===== config.mk =====
export PLATFORM = sky130hd
export DESIGN_NAME = fifo_write_arbiter
export DESIGN_NICKNAME = d
export VERILOG_FILES = /design/src/rtl/fifo_write_arbiter.sv
export SDC_FILE = /design/constraint.sdc
export NUM_CORES = 1
export LEC_CHECK = 0
export BUFFER_PORTS_ARGS = -buffer_cell sky130_fd_sc_hd__buf_2
export CAP_MARGIN = 20
export CORE_MARGIN = 2
export CORE_UTILIZATION = 40
export CTS_CLUSTER_SIZE = 40
export DETAILED_ROUTE_END_ITERATION = 10
export PLACE_DENSITY = 0.63
export RECOVER_POWER = 25
export SYNTH_ARGS = -nofsm -noshare
export SYNTH_HDL_FRONTEND = slang
export SYNTH_SLANG_ARGS = --single-unit

===== constraint.sdc =====
create_clock -name clk -period 2.3 [get_ports clk]
set_input_delay 0.115 -clock clk [delete_from_list [all_inputs] [get_ports clk]]
set_output_delay 0.115 -clock clk [all_outputs]
set_load 0.02 [all_outputs]

===== src/rtl/fifo_write_arbiter.sv =====
// Two-requester write arbiter in front of a FIFO. Grants are held for up to BURST
// words, alternate fairly when both sides are busy, and every accepted word is
// presented to the FIFO through a single output register.
module fifo_write_arbiter #(
  parameter int unsigned WIDTH = 6,
  parameter int unsigned BURST = 4
) (
  input  logic             clk,
  input  logic             reset,
  input  logic             a_valid,
  input  logic [WIDTH-1:0] a_data,
  output logic             a_ready,
  input  logic             b_valid,
  input  logic [WIDTH-1:0] b_data,
  output logic             b_ready,
  input  logic             fifo_ready,
  output logic             wr_en,
  output logic [WIDTH-1:0] wr_data,
  output logic             wr_src,
  input  logic             stat_clear,
  output logic [7:0]       a_count,
  output logic [7:0]       b_count
);

  typedef enum logic [1:0] {StIdle, StGrantA, StGrantB} state_e;

  // Value of the burst counter when the final word of a grant is being accepted.
  localparam logic [3:0] BurstLast = 4'(BURST - 1);

  state_e           state_q, state_d;
  logic             last_q, last_d;   // 0 = A served last, 1 = B served last
  logic [3:0]       burst_q, burst_d;
  logic             wr_en_q;
  logic [WIDTH-1:0] wr_data_q;
  logic             wr_src_q;
  logic [7:0]       a_count_q, b_count_q;

  logic   acc_a, acc_b, acc;
  logic   in_grant_b, cur_valid, oth_valid, release_grant;
  state_e other_state;

  assign a_ready = (state_q == StGrantA) & fifo_ready;
  assign b_ready = (state_q == StGrantB) & fifo_ready;
  assign acc_a   = a_ready & a_valid;
  assign acc_b   = b_ready & b_valid;
  assign acc     = acc_a | acc_b;

  // Current/other requester as seen from whichever grant is active.
  assign in_grant_b    = (state_q == StGrantB);
  assign cur_valid     = in_grant_b ? b_valid : a_valid;
  assign oth_valid     = in_grant_b ? a_valid : b_valid;
  assign other_state   = in_grant_b ? StGrantA : StGrantB;
  assign release_grant = !cur_valid || (acc && (burst_q == BurstLast));

  // Next-state logic: grant selection, burst accounting and handover.
  always_comb begin
    state_d = state_q;
    last_d  = last_q;
    burst_d = burst_q;
    unique case (state_q)
      StIdle: begin
        if (a_valid && (!b_valid || last_q)) begin
          state_d = StGrantA;
          last_d  = 1'b0;
          burst_d = 4'd0;
        end else if (b_valid) begin
          state_d = StGrantB;
          last_d  = 1'b1;
          burst_d = 4'd0;
        end
      end
      StGrantA, StGrantB: begin
        if (release_grant) begin
          burst_d = 4'd0;
          if (oth_valid) begin
            state_d = other_state;
            last_d  = !in_grant_b;
          end else if (cur_valid) begin
            // Sole busy requester re-enters its own grant with a fresh burst.
            state_d = state_q;
            last_d  = in_grant_b;
          end else begin
            state_d = StIdle;
          end
        end else if (acc) begin
          burst_d = burst_q + 4'd1;
        end
      end
      default: state_d = StIdle;
    endcase
  end

  // Arbiter state register.
  always_ff @(posedge clk) begin
    if (reset) begin
      state_q <= StIdle;
      last_q  <= 1'b1;
      burst_q <= 4'd0;
    end else begin
      state_q <= state_d;
      last_q  <= last_d;
      burst_q <= burst_d;
    end
  end

  // FIFO write register; a word accepted during reset is dropped.
  always_ff @(posedge clk) begin
    if (reset) begin
      wr_en_q   <= 1'b0;
      wr_data_q <= '0;
      wr_src_q  <= 1'b0;
    end else begin
      wr_en_q <= acc;
      if (acc) begin
        wr_data_q <= acc_b ? b_data : a_data;
        wr_src_q  <= acc_b;
      end
    end
  end

  // Saturating per-requester word counters; clear wins over increment.
  always_ff @(posedge clk) begin
    if (reset || stat_clear) begin
      a_count_q <= 8'd0;
      b_count_q <= 8'd0;
    end else begin
      if (acc_a && (a_count_q != 8'hFF)) a_count_q <= a_count_q + 8'd1;
      if (acc_b && (b_count_q != 8'hFF)) b_count_q <= b_count_q + 8'd1;
    end
  end

  assign wr_en   = wr_en_q;
  assign wr_data = wr_data_q;
  assign wr_src  = wr_src_q;
  assign a_count = a_count_q;
  assign b_count = b_count_q;

endmodule


==> run metrics <==
Post-Route WL around 3.8 mm; register area share after synthesis 36.42%; Synth Area in XOR/XNOR 5.140%; die area approximately 0.0048 mm^2; max_cap viols 0; cell taking the most area after synthesis dfxtp_1; arrival time worst endpoint 2030 ps; Area contributors post-synth dfxtp_1 (36%), nand2_1 (5.9%), nor2_1 (5.7%); Worst VDD drop a little over 0.3 mV; row count 23; Setup crit start kind flop; first-pass GRT wire length between 6 and 7 mm; DR iter-0 viols between 50 and 60; Worst-Skew Late Latency about 280 ps; CTS sink count 31; fraction of layout cells with a size suffix above 1 around a fifth; die height between 60 and 70 um; critical-path cell list inv_1 > ha_1 > a22oi_1 > or2b_1 > a31o_2 > a32o_1; Max Slew Vio Count 0; Inserted Diodes 0; Placer Congestion slightly above 0.8; Setup Skew 6.438 ps; largest family of logic cells by synthesized area simple AND/OR/NAND/NOR gates; post-synth net total 225; CTS max path bufs 2; core area 0.004058 mm^2; total number of vias 1,584; Tcrit/Tclk final 80.52%; async set-reset flop share out of synthesis 0%; crit-path max cell delay about 360 ps; Yosys top cell area share ~36%; DR pass1 iterations 4; via density per instance between 5 and 6; crit-path max FO 11; slowest CP cell ha_1; Mapped Cells 200; CTS Buf Count 5; multiplexer share of the synthesized area 4.185%; Area Growth Syn to Fin 18.36%; power density over cell area 742.8 mW/mm^2; Clock Tree Root clkbuf_8; largest net degree at the start of global routing 17; GRT Total Usage between 15 and 20%; Req. time, crit path approximately 2500 ps; Avg Inst Size Synth around 8.5 um^2; EDFF count, synth 0; Finished Layout Cells between 200 and 300; worst slew pin tran ~380 ps; Fin. Hold Viols 0; Fmax between 500 and 600 MHz; Ports 44; ANT nets after route 0; Worst Hold Class in2reg; hold_ws 98.20 ps; vias in the first global route approximately 1,400; Rel. slew slack between 70% and 80%; WL/cell around 13 um; setup tns final 0 ps; initial antenna violation count 0; Post-Syn Area ~0.0017 mm^2; Leak Pwr around 0.0008 uW; outcome completed; CTS tree yes; Synth Register Bits 31; postcts setup bufs 0; RSZ-0062 raised after global routing false; effective utilization at floorplan roughly two fifths; Synth Warn # 0; H-tree lvl count 2; Synth Area in Compound Gates around 18%; DRC errors left 0; Placed Cells about 290; Yosys cell types 50; Primary FF master, synth dfxtp_1; simple-gate share of the synthesized area between 20 and 30%; Final Power 1498 uW; Hold-fix buffers, CTS 0; Layout Nets around 270; Crit. End Element flop; Adder-Cell Fraction of Synth Area just over 5%; Final setup violation count 0; Die X roughly 70 um; kind of critical path reg2reg; DP Wirelength between 2 and 3 mm; total gr overflow 0; I/O Buffers 43; post-CTS resize count 0; Period minus WS final between 1500 and 2000 ps; Clk pin slew, worst setup/hold paths 70 ps; Layout Utilization roughly half
==> cell type report <==
type                    instances  area, um^2
multi-input cells             155        1021
fillers                       420        2041
clock inverters                 1       5.005
clock buffers                   7       76.32
repair buffers                 45       212.7
well taps                      50       62.56
inverters                       5       18.77
flip-flops and latches         31       620.6
==> synth_stat cells, types with 4 or more instances <==
cell type,instances
dfxtp_1,31
nand2_1,27
nor2_1,26
a311oi_1,7
ha_1,7
xor2_1,7
a21oi_1,6
clkbuf_1,6
mux2i_1,6
inv_1,5
nand3_1,5
and3_1,4
nand4_1,4
o21ai_0,4
==> registers in the layout (all words and copies together) (netlist names) <==
register and flops:
last_q 1, state_q 2, wr_data 6, burst_q 4, wr_src 1, wr_en 1
a_count 8, b_count 8
==> final timing paths <==
path | to | from | slack [ps] | cells after the start
worst max-delay path | burst_q[1]$_SDFFE_PP0P_ | state_q[0]$_SDFFE_PP0P_ | 450 | 6
worst min-delay path | wr_data[3]$_SDFFE_PP0P_ | a_data[3] | 100 | 3
worst max register to register | burst_q[1]$_SDFFE_PP0P_ | state_q[0]$_SDFFE_PP0P_ | 450 | 6
worst min register to register | wr_data[4]$_SDFFE_PP0P_ | wr_data[4]$_SDFFE_PP0P_ | 480 | 2
==> kinds of logic (layout without fill, tap and decap cells) <==
| kind of cell | Yosys count | after routing |
|---|---|---|
| AND/OR/NAND/NOR | 91 | 91 |
| AO/OA/AOI/OAI | 40 | 40 |
| flip-flops | 31 | 31 |
| buffers and inverters | 14 | 58 |
| XOR/XNOR | 10 | 10 |
| adder cells (fa/ha/maj) | 7 | 7 |
| multiplexers | 7 | 7 |
==> routing by layer <==
layer | up-vias | wire length, um | global-route usage [%]
li1 | 809 | - | -
met1 | 725 | 1791 | 19.66
met2 | 44 | 1690 | 26.50
met3 | 6 | 209 | 4.797
met4 | 0 | 64 | 5.882
met5 | - | 0 | 0
==> through the flow <==
stage / setup WS, ps / instance area (um^2)
floorplan: 552.1 / 1704
global placement: 506.6 / 1953
detailed placement: 466.4 / 1953
CTS: 451.1 / 2034
global route: 255.3 / 2017
finish: 447.9 / 2017
==> worst max-delay path, delay by kind of cell (launching register included) <==
family | cells | cell delay, ps
compound gates | 3 | 680
simple gates | 1 | 280
buf+inv | 1 | 80
flops | 1 | 340
fa+ha+maj | 1 | 360
==> power by group <==
| part | switching (uW) | total, uW | internal [uW] |
|---|---|---|---|
| sequential | 30.5 | 609 | 579 |
| clock | 200 | 412 | 212 |
| combinational | 279 | 477 | 198 |
==> placed cells by master (no fill, tap or decap), drive strengths merged, types with 6 or more instances in the layout <==
master and n:
a21oi 6, a311oi 7, buf 31, clkbuf 21, dfxtp 31, ha 7, mux2i 6, nand2 27
nor2 26, xor2 7
Power figures use the tool's default switching activity.
